$ cat src/rtl/grf_wb_queue_pkg.sv
// Shared MIPS-wide definitions for the GRF writeback queue.
package grf_wb_queue_pkg;

  localparam int unsigned REG_W  = 5;
  localparam int unsigned DATA_W = 32;

  localparam logic [REG_W-1:0] REG_ZERO = '0;

  // One queued MDU result; live=0 marks an entry superseded by a younger pipeline write.
  typedef struct packed {
    logic              live;
    logic [REG_W-1:0]  a3;
    logic [DATA_W-1:0] wd;
    logic [DATA_W-1:0] pc;
  } wbq_entry_t;

endpackage

$ cat src/rtl/wbq_fifo.sv
// Circular buffer of MDU results with per-entry kill and register lookup.
module wbq_fifo
  import grf_wb_queue_pkg::*;
#(
  parameter int unsigned DEPTH = 4,
  parameter int unsigned PTR_W = 2
) (
  input  logic             clk,
  input  logic             reset,
  input  logic             push,
  input  wbq_entry_t       push_entry,
  input  logic             pop,
  input  logic             kill,
  input  logic [REG_W-1:0] kill_a3,
  input  logic [REG_W-1:0] look_a1,
  input  logic [REG_W-1:0] look_a2,
  output wbq_entry_t       head_c,
  output logic [DEPTH-1:0] match1_c,
  output logic [DEPTH-1:0] match2_c,
  output logic [PTR_W:0]   count,
  output logic             full_c
);

  localparam int unsigned CNT_W = PTR_W + 1;

  wbq_entry_t       mem [DEPTH];
  logic [PTR_W-1:0] head;
  logic [PTR_W-1:0] tail;
  logic [PTR_W-1:0] off [DEPTH];
  logic [DEPTH-1:0] occ;

  // Occupancy per slot (distance from head below count) and lookup matches.
  always_comb begin
    occ      = '0;
    match1_c = '0;
    match2_c = '0;
    for (int i = 0; i < DEPTH; i++) begin
      off[i]      = PTR_W'(i) - head;
      occ[i]      = {1'b0, off[i]} < count;
      match1_c[i] = occ[i] && mem[i].live && (mem[i].a3 == look_a1) && (look_a1 != REG_ZERO);
      match2_c[i] = occ[i] && mem[i].live && (mem[i].a3 == look_a2) && (look_a2 != REG_ZERO);
    end
  end

  assign head_c = mem[head];
  assign full_c = (count == CNT_W'(DEPTH));

  // Storage, pointers and occupancy count; a push into the tail overrides any kill on that slot.
  always_ff @(posedge clk or negedge reset) begin
    if (!reset) begin
      for (int i = 0; i < DEPTH; i++) begin
        mem[i] <= '0;
      end
      head  <= '0;
      tail  <= '0;
      count <= '0;
    end else begin
      if (kill) begin
        for (int i = 0; i < DEPTH; i++) begin
          if (occ[i] && (mem[i].a3 == kill_a3)) begin
            mem[i].live <= 1'b0;
          end
        end
      end
      if (pop) begin
        mem[head].live <= 1'b0;
        head           <= head + PTR_W'(1);
      end
      if (push) begin
        mem[tail] <= push_entry;
        tail      <= tail + PTR_W'(1);
      end
      case ({push, pop})
        2'b10:   count <= count + CNT_W'(1);
        2'b01:   count <= count - CNT_W'(1);
        default: count <= count;
      endcase
    end
  end

endmodule

$ cat src/rtl/grf_wb_queue.sv
// Merges the W-stage and queued MDU results onto the single GRF write port.
module grf_wb_queue
  import grf_wb_queue_pkg::*;
#(
  parameter int unsigned DEPTH = 4,
  parameter int unsigned PTR_W = 2
) (
  input  logic              clk,
  input  logic              reset,
  input  logic              pipe_we,
  input  logic [REG_W-1:0]  pipe_a3,
  input  logic [DATA_W-1:0] pipe_wd,
  input  logic [DATA_W-1:0] pipe_pc,
  input  logic              mdu_valid,
  output logic              mdu_ready,
  input  logic [REG_W-1:0]  mdu_a3,
  input  logic [DATA_W-1:0] mdu_wd,
  input  logic [DATA_W-1:0] mdu_pc,
  output logic              grf_we,
  output logic [REG_W-1:0]  grf_a3,
  output logic [DATA_W-1:0] grf_wd,
  output logic [DATA_W-1:0] grf_pc,
  input  logic [REG_W-1:0]  q_a1,
  input  logic [REG_W-1:0]  q_a2,
  output logic              q_hit1,
  output logic              q_hit2,
  output logic [PTR_W:0]    count
);

  logic             pipe_wr;
  logic             full;
  logic             fifo_push;
  logic             fifo_pop;
  wbq_entry_t       push_entry;
  wbq_entry_t       head;
  logic [DEPTH-1:0] match1;
  logic [DEPTH-1:0] match2;

  // Writes to $0 are dropped; a same-cycle MDU result to the same register is enqueued dead.
  assign pipe_wr              = pipe_we && (pipe_a3 != REG_ZERO);
  assign mdu_ready            = !full;
  assign fifo_push            = mdu_valid && !full && (mdu_a3 != REG_ZERO);
  assign fifo_pop             = !pipe_wr && (count != '0);
  assign push_entry.live      = !(pipe_wr && (pipe_a3 == mdu_a3));
  assign push_entry.a3        = mdu_a3;
  assign push_entry.wd        = mdu_wd;
  assign push_entry.pc        = mdu_pc;
  assign q_hit1               = |match1;
  assign q_hit2               = |match2;

  wbq_fifo #(
    .DEPTH (DEPTH),
    .PTR_W (PTR_W)
  ) u_fifo (
    .clk        (clk),
    .reset      (reset),
    .push       (fifo_push),
    .push_entry (push_entry),
    .pop        (fifo_pop),
    .kill       (pipe_wr),
    .kill_a3    (pipe_a3),
    .look_a1    (q_a1),
    .look_a2    (q_a2),
    .head_c     (head),
    .match1_c   (match1),
    .match2_c   (match2),
    .count      (count),
    .full_c     (full)
  );

  // Write-port arbitration: pipeline first, then the queue head; held off while in reset.
  always_comb begin
    grf_we = 1'b0;
    grf_a3 = REG_ZERO;
    grf_wd = '0;
    grf_pc = '0;
    if (pipe_wr) begin
      grf_we = 1'b1;
      grf_a3 = pipe_a3;
      grf_wd = pipe_wd;
      grf_pc = pipe_pc;
    end else if (count != '0) begin
      grf_we = head.live;
      grf_a3 = head.a3;
      grf_wd = head.wd;
      grf_pc = head.pc;
    end
    if (!reset) begin
      grf_we = 1'b0;
    end
  end

endmodule

$ cat config.mk
export PLATFORM = sky130hd
export DESIGN_NAME = grf_wb_queue
export DESIGN_NICKNAME = d
export VERILOG_FILES = /design/src/rtl/grf_wb_queue_pkg.sv /design/src/rtl/wbq_fifo.sv /design/src/rtl/grf_wb_queue.sv
export SDC_FILE = /design/constraint.sdc
export NUM_CORES = 1
export LEC_CHECK = 0
export BUFFER_PORTS_ARGS = -buffer_cell sky130_fd_sc_hd__buf_2
export CORE_MARGIN = 2
export CORE_UTILIZATION = 60
export DETAILED_ROUTE_END_ITERATION = 8
export PLACE_DENSITY = 0.89
export SETUP_SLACK_MARGIN = 0.15
export SLEW_MARGIN = 15
export SYNTH_ARGS = -nofsm -noshare
export SYNTH_HDL_FRONTEND = slang
export SYNTH_HIERARCHICAL = 1
export SYNTH_SLANG_ARGS = --single-unit
$ cat constraint.sdc
create_clock -name clk -period 8.1 [get_ports clk]
set_input_delay 1.62 -clock clk [delete_from_list [all_inputs] [get_ports clk]]
set_output_delay 1.62 -clock clk [all_outputs]
set_load 0.01 [all_outputs]
# Word level (Yosys, flattened, before mapping)
# Cells that the tools add are included.
# Widths: inputs -> output; s select.
word_totals:
  ff_bits: 287
  inputBits: 152
  out_inout_bits: 76
  wordCells: 124
classes:
  n_addsub: 8
  magnitude_cmp: 8
  eq_ne: 16
  muxes: 29
  bitwise_logic: 2
  n_reduce_logical: 42
op_table:
  columns: ["op", "count"]
  rows:
  - ["$bwmux 280", 2]
  - ["$mux 280", 2]
  - ["$demux 70 s2", 2]
  - ["$mux 70", 4]
  - ["$bmux 70 s2", 1]
  - ["$mux 32", 4]
  - ["$eq 5x5->1", 13]
  - ["$logic_and 1x1->1", 31]
  - ["$reduce_bool 5->1", 4]
  - ["$lt 2x3->1", 4]
  - ["$mux 1", 11]
  - ["$mux 5", 2]
  - ["$reduce_or 4->1", 2]
  - ["$ge 3x3->1 const B", 2]
  - ["$lt 3x1->1 const B", 2]
  - ["$not 2->3", 2]
  - ["$pmux 3 s2", 1]
  - ["$add 2x1->2 const B", 2]
  - ["$sub 1x2->2 const A", 2]
  - ["$sub 2x2->2 const A", 2]
  - ["$add 3x1->3 const B", 1]
  - ["$eq 3x3->1 const B", 1]
  - ["$logic_not 1->1", 3]
  - ["$reduce_bool 3->1", 1]
  - ["4 further kinds", 4]

# Logic depth before layout (Yosys ltp)
# Gate-level depths: netlist of the first run.
depth:
  word_depth: 9
  mapped_depth: 12
  depth_no_buf: 11

# Cells and area by module
# Netlist of the first run, hierarchy kept.
by_module_without_submodules:
  columns: ["mod", "instances", "cells_each", "area_each_um2", "seq_area_each_um2"]
  rows:
  - ["wbq_fifo", 1, 842, 13375.3, 7181.9]
  - ["grf_wb_queue", 1, 263, 1700.4, 0.0]

# Worst setup path after synthesis of the first run
# OpenSTA, ideal clock, no wires.
synth_path:
  kind: "input to output"
  from: "input port q_a1[1]"
  to: "output port q_hit1"
  arrival_ps: 3076
  required_time_ps: 6480
  path_slack_ps: 3404
  cell_stages: 6
  path_buffers: 1
  path_cell_list: "buf_6 -> or4_4 -> nor2_2 -> or4_1 -> nor4_1 -> or4_1"
synth_via:
  elab_chain_len: 4
  elab_cells_between_ends: 14
  classes_between: "4 x eq/ne; 10 x reduce/logical"
synth_rtl:
  columns: ["element", "line", "source"]
  rows:
  - ["start, declared", "grf_wb_queue.sv:23", "input logic [REG_W-1:0] q_a1,"]
  - ["$eq 5x5->1", "wbq_fifo.sv:40", "match1_c[i] = occ[i] && mem[i].live && (mem[i].a3 == look_a1) && (look_a1 != REG_ZERO);"]
  - ["$logic_and 1x1->1", "wbq_fifo.sv:40", null]
  - ["$logic_and 1x1->1 (*)", "wbq_fifo.sv:40", null]
  - ["via match1[1]", "grf_wb_queue.sv:36", "logic [DEPTH-1:0] match1;"]
  - ["$reduce_or 4->1 (*)", "grf_wb_queue.sv:48", "assign q_hit1 = |match1;"]
  - ["end, declared", "grf_wb_queue.sv:25", "output logic q_hit1,"]
# Mark *: on every way through the listed nets, which the timed path passes. The rest lies on a longest branch.

# Final worst setup path of the first run
layout_path:
  from: "input port pipe_a3[1]"
  to: "output port grf_wd[14]"
layout_via:
  elab_chain_len: 3
layout_rtl:
  columns: ["element", "line", "source"]
  rows:
  - ["start, declared", "grf_wb_queue.sv:11", "input logic [REG_W-1:0] pipe_a3,"]
  - ["$reduce_bool 5->1", "grf_wb_queue.sv:40", "assign pipe_wr = pipe_we && (pipe_a3 != REG_ZERO);"]
  - ["$logic_and 1x1->1", "grf_wb_queue.sv:40", null]
  - ["$mux 32", "grf_wb_queue.sv:77", "if (pipe_wr) begin"]
  - ["end, declared", "grf_wb_queue.sv:21", "output logic [DATA_W-1:0] grf_wd,"]
# Every way passes these cells.

==> reports/qor.yml, run 1 <==
worst_setup_path:
  crit_type: "input port to output port"
  critPathCaptureType: "output port"
  slowest_delay_ns: 0.96
  crit_fanout: 74
  cp.arrival_ns: 3.84
  critPathSlowestCell: "or4_4"
  rrSetupSlack_ns: 4.94
  crit_buf_inv: 3
  cp.required_ns: 6.48
  r2r_start: "u_fifo/count[0]$_DFFE_PN0P_"
  crit_path_start_kind: "input port"
  reg2reg_to: "u_fifo/mem[139]$_DFF_PN0_"
  worst_path_most_repeated_cell: "buf_2"
  cp_cell_sequence: "buf_2, or4_4, o21ai_4, inv_4, o21ai_1, buf_2"
  reg2reg_depth: 7
  path_delay_family: "simple AND/OR/NAND/NOR gates"
sta:
  hold_violations: 0
  max-slew-margin-rel_pct: 22.3
  worstMarginPinSlew_ns: 1.17
  timing.fmax_ghz: 0.183
  grt_setup_unrepaired: "no"
  clock-skew-final_ns: 0.0116
  layout_min_cycle_time_ns: 5.46
  finalSetupViolations: 0
  fin_crit_sh_pct: 67.4
  slew_viol_final: 0
  setup_tns_ns: 0
synth:
  synth_flop_cell: "dfrtp_1"
  synth_area_leaders: "dfrtp_1 48%, mux2_2 21%, mux4_2 10%"
  synthesis.nets: 1271
  synth-seq-cells: 287
  synth.most_common_cell: "dfrtp_1"
  synthesis.area_sq_um: 15100
  synth_area_per_cell_sq_um: 13.6
  synth.top_cell.area_share_pct: 47.6
  yosys.area.top_type: "dfrtp_1"
  synth-warning-count: 6
  synthDistinctLibCells: 43
  synth_edf_count: 0
  syn_inst: 1105
  ys_async_sr_fraction_pct: 100
  ys_seq_area_share_pct: 47.6
  synthTopCellsByCount: "287 x dfrtp_1, 276 x mux2_2, 87 x nand2_1"
drt:
  drt-total-wl_um: 35700
  routedWlPerCell_um: 21.8
  antenna_left: 0
  vias_per_cell: 6.15
  vias: 10037
  drtIter0Drc: 686
  firstDrtPassIters: 5
  drc_errors: 0
clocking:
  tritoncts: "built"
  htree_levels: 1
  hold_buffers: 0
  clk-insertion-delay-late_ns: 0.54
  clk_path_buf_depth: 3
  numCtsBuffers: 29
  clkSinkCount: 287
  path_clk_slew_ns: 0.06
  root_buffer: "clkbuf_16"
  post_cts_resized: 0
  post-cts-setup-buffers: 0
placement:
  numPlacedInstances: 1576
  io_buffers: 227
  place_congestion: 0.985
  dpl.hpwl_um: 21900
cells_and_area:
  instances_no_fill: 1633
  fillers: 1744
  area_growth_pct: 13.9
  num-nets-final: 1443
  layout-drive-gt1-share_pct: 52.3
  multiInputGateArea_sq_um: 7280
  seqCellArea_sq_um: 7190
hold_path:
  hold-path-endpoint: "u_fifo/mem[59]$_DFFE_PN0P_"
  hold_start: "u_fifo/mem[59]$_DFFE_PN0P_"
  min_path_cells: 1
  worstHoldPathType: "flip-flop to flip-flop"
floorplanning:
  dieArea_sq_um: 26400
  rows: 58
  start_util_pct: 60.6
  die_width_um: 163
  dieHeight_um: 163
  io-pin-count: 228
  coreArea_sq_um: 24900
flow_run:
  drv_cap: 0
grt:
  grt_max_degree: 166
  grt.total_usage_pct: 27.2
  grt_pass1_wl_um: 56400
  antenna_found_initial: 6
  overflow: 0
  grt_pass1_vias: 10665
power:
  p_leak_nw: 7.64
  ir_drop_mv: 0.228
  powerDensity_nw_per_um2: 413
run_status:
  status: "completed"
[area by class of cell]
class                           count  share of cell area, %
Antenna cell                        4                 0.0583
Clock buffer                       43                   5.17
Clock inverter                     10                  0.772
Inverter                           11                  0.255
Multi-Input combinational cell    714                   42.4
Sequential cell                   287                   41.9
Tap cell                          330                   2.40
Timing Repair Buffer              234                   7.08
[state kept, by name (all words and copies together), names as in the netlist]
register      count
u_fifo/count      3
u_fifo/mem      280
u_fifo/head       2
u_fifo/tail       2
[where the power goes]
group | internal [mW] | total [mW] | switching [mW] | leakage [nW]
Combinational | 1.66 | 2.96 | 1.30 | 3.72
Sequential | 2.18 | 2.74 | 0.562 | 3.41
Clock | 0.851 | 1.39 | 0.542 | 0.510
Total | 4.69 | 7.09 | 2.40 | 7.64
[layout by cell type, fill, tap and decap left out, types with 11 or more instances in the layout]
cell	netlist	final
o21ai_1	64	64
mux2_2	276	276
nand2_1	87	83
xor2_1	59	59
buf_2	44	224
dfrtp_1	287	285
xnor2_1	11	11
o211ai_1	35	35
o211ai_2	31	31
ha_1	13	13
clkbuf_8	1	11
mux4_2	70	70
clkbuf_16	0	29
[logic make-up (layout without fill, tap and decap cells)]
kind of cell / count (synthesis) / count (layout) / share of synthesized area [%]
xor+xnor: 70 / 70 / 4.07
mux: 346 / 346 / 31.1
other cells: 0 / 4 / 0
compound gates: 154 / 154 / 7.64
buf+inv: 104 / 298 / 4.25
flops: 287 / 287 / 47.6
simple gates: 130 / 130 / 4.12
fa+ha+maj: 14 / 14 / 1.21
[metal layers]
metal  routed length [um]  up-vias  track usage, %
met3                 1910       83            3.82
li1                     -     4429               -
met5                   27        -               0
met4                  987        4            8.69
met2                18300      311            47.5
met1                14400     5210            35.5
[how the worst max path moves through the flow]
stage | depth (start not counted) | slack [ns] | to | from
after floorplan | 6 | 3.40 | q_hit1 | q_a1[1]
after global placement | 6 | 2.70 | grf_a3[4] | pipe_a3[1]
after detailed placement | 6 | 2.63 | grf_wd[14] | pipe_a3[1]
after CTS | 6 | 2.64 | grf_wd[14] | pipe_a3[1]
after global routing | 8 | 2.50 | q_hit1 | u_fifo/head[0]$_DFFE_PN0P_
final | 6 | 2.64 | grf_wd[14] | pipe_a3[1]
[worst register-to-register path: cells and delay by family, from the launching register on]
kind | cells | cell delay, ns
AO/OA/AOI/OAI | 2 | 0.84
buffers and inverters | 2 | 0.25
flip-flops | 1 | 0.50
AND/OR/NAND/NOR | 3 | 1.46
[through the flow]
stage	hold WS [ns]	power, mW	area, sq um	util (%)	worst slack, ns
6_report	0.500	7.09	17200	69.0	2.64
5_1_grt	0.509	7.50	17200	69.0	2.50
4_1_cts	0.502	7.13	17200	69.0	2.64
3_5_place_dp	0.488	5.70	16100	64.9	2.63
3_3_place_gp	0.482	5.54	16100	64.9	2.70
2_1_floorplan	0.474	4.83	15100	-	3.40
Note: power is estimated with default switching activity, not from simulation.
==> inputs of run 2 (changes only) <==
Settings changed: CORE_UTILIZATION 60 to 52, PLACE_DENSITY 0.89 to 0.83.
Clock period 8.1 ns to 4.45 ns, I/O delays scaled along.
==> run 2 against run 1 <==
Net effect:
- register-to-register slack worse by 3.5 ns
- non-clock buffer count up 10
- die area up 15%
- critical endpoint is now q_hit1
- sequential power up 76%
- sequential cell count unchanged
- highest routed layer unchanged
- largest cell class unchanged
- critical path type is now flip-flop to output port
- largest power group unchanged
- critical path depth up 1
- total power up 80%
- clock power up 64%
==> reports/qor.yml, run 2 (synthesized netlist as in run 1, its figures left out) <==
drt:
  vias_per_cell: 5.86
  vias: 9946
  routedWlPerCell_um: 21.3
  firstDrtPassIters: 5
  drc_errors: 0
  antenna_left: 0
  drt-total-wl_um: 36100
  drtIter0Drc: 599
clocking:
  root_buffer: "clkbuf_16"
  tritoncts: "built"
  clk_path_buf_depth: 3
  path_clk_slew_ns: 0.06
  hold_buffers: 0
  htree_levels: 1
  post_cts_resized: 0
  clkSinkCount: 287
  clk-insertion-delay-late_ns: 0.54
  numCtsBuffers: 29
  post-cts-setup-buffers: 0
placement:
  place_congestion: 0.895
  pre_cts_ws_ns: 0.947
  io_buffers: 227
  dpl.hpwl_um: 23100
worst_setup_path:
  cp_cell_sequence: "buf_4, nand2b_1, a21oi_1, o21ai_0, nor4_1, or4_1, buf_2"
  crit_type: "flip-flop to output port"
  cp.required_ns: 3.56
  path_delay_family: "simple AND/OR/NAND/NOR gates"
  critPathSlowestCell: "buf_4"
  cp.arrival_ns: 3.05
  slowest_delay_ns: 0.55
  critPathCaptureType: "output port"
  crit_buf_inv: 2
  crit_fanout: 35
  crit_path_start_kind: "flip-flop"
cells_and_area:
  layout_commonest_cell: "dfrtp_1"
  top_register: "u_fifo/mem"
  area_growth_pct: 14.4
  num-nets-final: 1453
  most-common-layout-cells: "285 x dfrtp_1, 276 x mux2_2, 224 x buf_2"
  largest_reg_flops: 280
  utilization_pct: 60.3
  layout-drive-gt1-share_pct: 52.2
  reg_top3: "u_fifo/mem (280), u_fifo/count (3)"
sta:
  clock-skew-final_ns: 0.0228
  worstMarginPinSlew_ns: 0.929
  hold_ws_ns: 0.312
  finalSetupViolations: 0
  fin_crit_sh_pct: 88.5
  layout_min_cycle_time_ns: 3.94
  slew_viol_final: 0
  setup_tns_ns: 0
  max-slew-margin-rel_pct: 38.1
  timing.fmax_ghz: 0.254
  grt_setup_unrepaired: "no"
  hold_violations: 0
  layout_setup_ws_ns: 0.513
run_status:
  status: "completed"
power:
  switching_share_pct: 34.5
  powerDensity_nw_per_um2: 738
  p_switching_mw: 4.39
  ir_drop_mv: 0.380
  p_leak_nw: 7.64
  p_seq_share_pct: 37.9
  comb_power_share_pct: 44.2
  cellInternalPower_mw: 8.34
  power.total_mw: 12.7
  pwr-share-clk_pct: 17.9
hold_path:
  worstHoldPathType: "input port to async pin"
floorplanning:
  start_util_pct: 52.7
  rows: 62
  dieArea_sq_um: 30400
  dieHeight_um: 174
  coreArea_sq_um: 28600
  die_width_um: 174
  io-pin-count: 228
grt:
  grt_max_degree: 139
  overflow: 0
  grt_pass1_vias: 10689
  antenna_found_initial: 7
  grt_pass1_wl_um: 57300
  grt.total_usage_pct: 23.7
flow_run:
  drv_cap: 0
[run 2: cell types whose count changed in the layout (fill, tap and decap cells not counted), sizes merged]
cell      before  now
buf          234  244
bufinv         3    1
clkbuf        43   41
clkinv         7    8
clkinvlp       0    1
diode          4    5
[run 2: final cells by class]
cell class / count / area [sq um]
fillers: 2231 / 11400
clock buffers: 41 / 801
inverters: 11 / 43.8
flip-flops and latches: 287 / 7190
multi-input cells: 714 / 7280
clock inverters: 10 / 81.3
diodes: 5 / 12.5
well taps: 384 / 480
repair buffers: 244 / 1350
[run 2: through the flow]
step / std cells / area, sq um
2_1_floorplan: 1105 / 15100
4_1_cts: 1691 / 17200
5_1_grt: 1695 / 17200
3_5_place_dp: 1640 / 16400
6_report: 1696 / 17200
3_3_place_gp: 1640 / 16400
[run 2: final timing paths]
| path | start | end | slack [ns] | cells past startpoint |
|---|---|---|---|---|
| setup / recovery | u_fifo/head[0]$_DFFE_PN0P_ | q_hit1 | 0.51 | 7 |
| hold / removal | reset | u_fifo/mem[174]$_DFFE_PN0P_ | 0.31 | 1 |
| setup reg to reg | u_fifo/count[2]$_DFFE_PN0P_ | u_fifo/count[2]$_DFFE_PN0P_ | 1.45 | 9 |
| hold reg to reg | u_fifo/mem[52]$_DFFE_PN0P_ | u_fifo/mem[52]$_DFFE_PN0P_ | 0.50 | 1 |
| max in group asynchronous | reset | u_fifo/mem[122]$_DFFE_PN0P_ | 2.78 | 2 |
| min in group clk | u_fifo/mem[52]$_DFFE_PN0P_ | u_fifo/mem[52]$_DFFE_PN0P_ | 0.50 | 1 |
[run 2: metal layers]
layer  global-route usage (%)  vias up  routed length (um)
li1                         -     4441                   -
met4                     6.83        6                 684
met1                     30.9     5148               15000
met5                        0        -                  41
met2                     40.8      290               18400
met3                     4.13       61                1910
[run 2: power groups by stage]
stage | clock [mW] | combinational (mW) | sequential (mW)
2_1_floorplan | 0 | 4.28 | 4.51
3_3_place_gp | 0 | 5.48 | 4.73
3_5_place_dp | 0 | 5.66 | 4.84
4_1_cts | 2.34 | 5.69 | 4.80
5_1_grt | 2.44 | 6.08 | 4.96
6_report | 2.28 | 5.63 | 4.83
==> inputs of run 3 (changes only) <==
Settings changed: MAX_ROUTING_LAYER set to met4.
==> run 3 against run 2 <==
Net effect:
- global-route usage rose by 0.73 points
- fmax fell by 2.0%
- critical path depth rose by 2
- critical path type unchanged
- highest routed layer is now met4
==> reports/qor.yml, run 3 (synthesized netlist as in run 1, its figures left out) <==
run_status:
  status: "completed"
power:
  p_leak_nw: 7.64
  ir_drop_mv: 0.303
  powerDensity_nw_per_um2: 736
worst_setup_path:
  reg2reg_depth: 8
  path_delay_family: "adder cells"
  crit_type: "flip-flop to output port"
  crit_fanout: 13
  cp_cell_sequence: "inv_1, ha_1, inv_1, ha_1, a21oi_1, o21ai_0, nor4_1, or4_1, buf_2"
  cp.required_ns: 3.56
  crit_path_start_kind: "flip-flop"
  slowest_delay_ns: 0.55
  crit_buf_inv: 3
  critPathCaptureType: "output port"
  cp.arrival_ns: 3.13
  critPathSlowestCell: "dfrtp_4"
  critical_path_depth: 9
grt:
  met2_usage_pct: 40.4
  grt_max_degree: 80
  overflow: 0
  grt.total_usage_pct: 24.4
  met3_usage_pct: 3.08
  antenna_found_initial: 5
  grt_busiest_layer: "met2"
  grt_pass1_vias: 10511
  grt_pass1_wl_um: 57200
  grt_use_met1_pct: 32.0
placement:
  io_buffers: 227
  place_congestion: 0.900
  dpl.hpwl_um: 23200
  post_dp_cell_area_sq_um: 16300
cells_and_area:
  seqCellArea_sq_um: 7190
  fillers: 2222
  layout_commonest_cell: "dfrtp_1"
  multiInputGateArea_sq_um: 7280
  area_growth_pct: 14.4
  layout-drive-gt1-share_pct: 52.1
  reg_top3: "u_fifo/mem (280), u_fifo/count (3)"
  num-nets-final: 1456
  top_register: "u_fifo/mem"
  fin_area_sq_um: 17200
  most-common-layout-cells: "285 x dfrtp_1, 276 x mux2_2, 224 x buf_2"
  largest_reg_flops: 280
drt:
  drc_errors: 0
  drtIter0Drc: 600
  drt-total-wl_um: 36000
  routedWlPerCell_um: 21.2
  antenna_left: 0
  vias: 10000
  vias_per_cell: 5.89
  firstDrtPassIters: 5
flow_run:
  drv_cap: 0
sta:
  timing.fmax_ghz: 0.249
  slew_viol_final: 0
  finalSetupViolations: 0
  layout_min_cycle_time_ns: 4.02
  hold_violations: 0
  clock-skew-final_ns: 0.00997
  setup_tns_ns: 0
  fin_crit_sh_pct: 90.3
  grt_setup_unrepaired: "no"
  worstMarginPinSlew_ns: 0.984
  max-slew-margin-rel_pct: 34.4
clocking:
  hold_buffers: 0
  clk-insertion-delay-late_ns: 0.54
  path_clk_slew_ns: 0.06
  numCtsBuffers: 29
  clkSinkCount: 287
  post_cts_resized: 0
  htree_levels: 1
  clk_path_buf_depth: 3
  root_buffer: "clkbuf_16"
  tritoncts: "built"
  post-cts-setup-buffers: 0
floorplanning:
  rows: 62
  io-pin-count: 228
  dieArea_sq_um: 30400
  start_util_pct: 52.7
  coreArea_sq_um: 28600
  die_width_um: 174
  dieHeight_um: 174
hold_path:
  worstHoldPathType: "input port to async pin"
==> run 3: final timing paths <==
kind                                              from                     endpoint  slack (ns)
max                         u_fifo/head[1]$_DFFE_PN0P_                       q_hit1        0.43
min                                              reset  u_fifo/mem[244]$_DFFE_PN0P_        0.32
max reg2reg                u_fifo/count[0]$_DFFE_PN0P_    u_fifo/mem[139]$_DFF_PN0_        1.63
min reg2reg                  u_fifo/mem[6]$_DFFE_PN0P_    u_fifo/mem[6]$_DFFE_PN0P_        0.50
max in group asynchronous                        reset  u_fifo/mem[207]$_DFFE_PN0P_        2.33
min in group clk             u_fifo/mem[6]$_DFFE_PN0P_    u_fifo/mem[6]$_DFFE_PN0P_        0.50
==> run 3: stage by stage <==
stage	std cells	power [mW]	utilization (%)	hold WS (ns)	setup WS (ns)
floorplan	1105	8.79	-	0.474	0.975
global placement	1643	10.2	57.1	0.481	1.00
detailed placement	1643	10.5	57.1	0.487	0.942
CTS	1694	12.8	60.2	0.327	0.458
global route	1699	13.4	60.2	0.344	0.332
finish	1699	12.7	60.2	0.324	0.431
==> run 3: power breakdown <==
| group | switching (mW) | internal, mW |
|---|---|---|
| sequential | 0.892 | 3.96 |
| combinational | 2.50 | 3.06 |
| clock | 0.976 | 1.30 |
==> run 3: layout make-up <==
type	count	area share [%]
Tap cell	384	2.79
Timing Repair Buffer	247	7.84
Sequential cell	287	41.7
Multi-Input combinational cell	714	42.2
Antenna cell	5	0.0726
Clock inverter	5	0.181
Inverter	11	0.254
Clock buffer	46	4.93
==> run 3: per-layer routing <==
layer  vias up  wire length, um  part of all wire [%]
met2       275            18000                    50
li1       4456                -                     -
met3        66             1690                   4.7
met1      5203            15600                    43
met4         0              790                   2.2
met5         -                0                     0
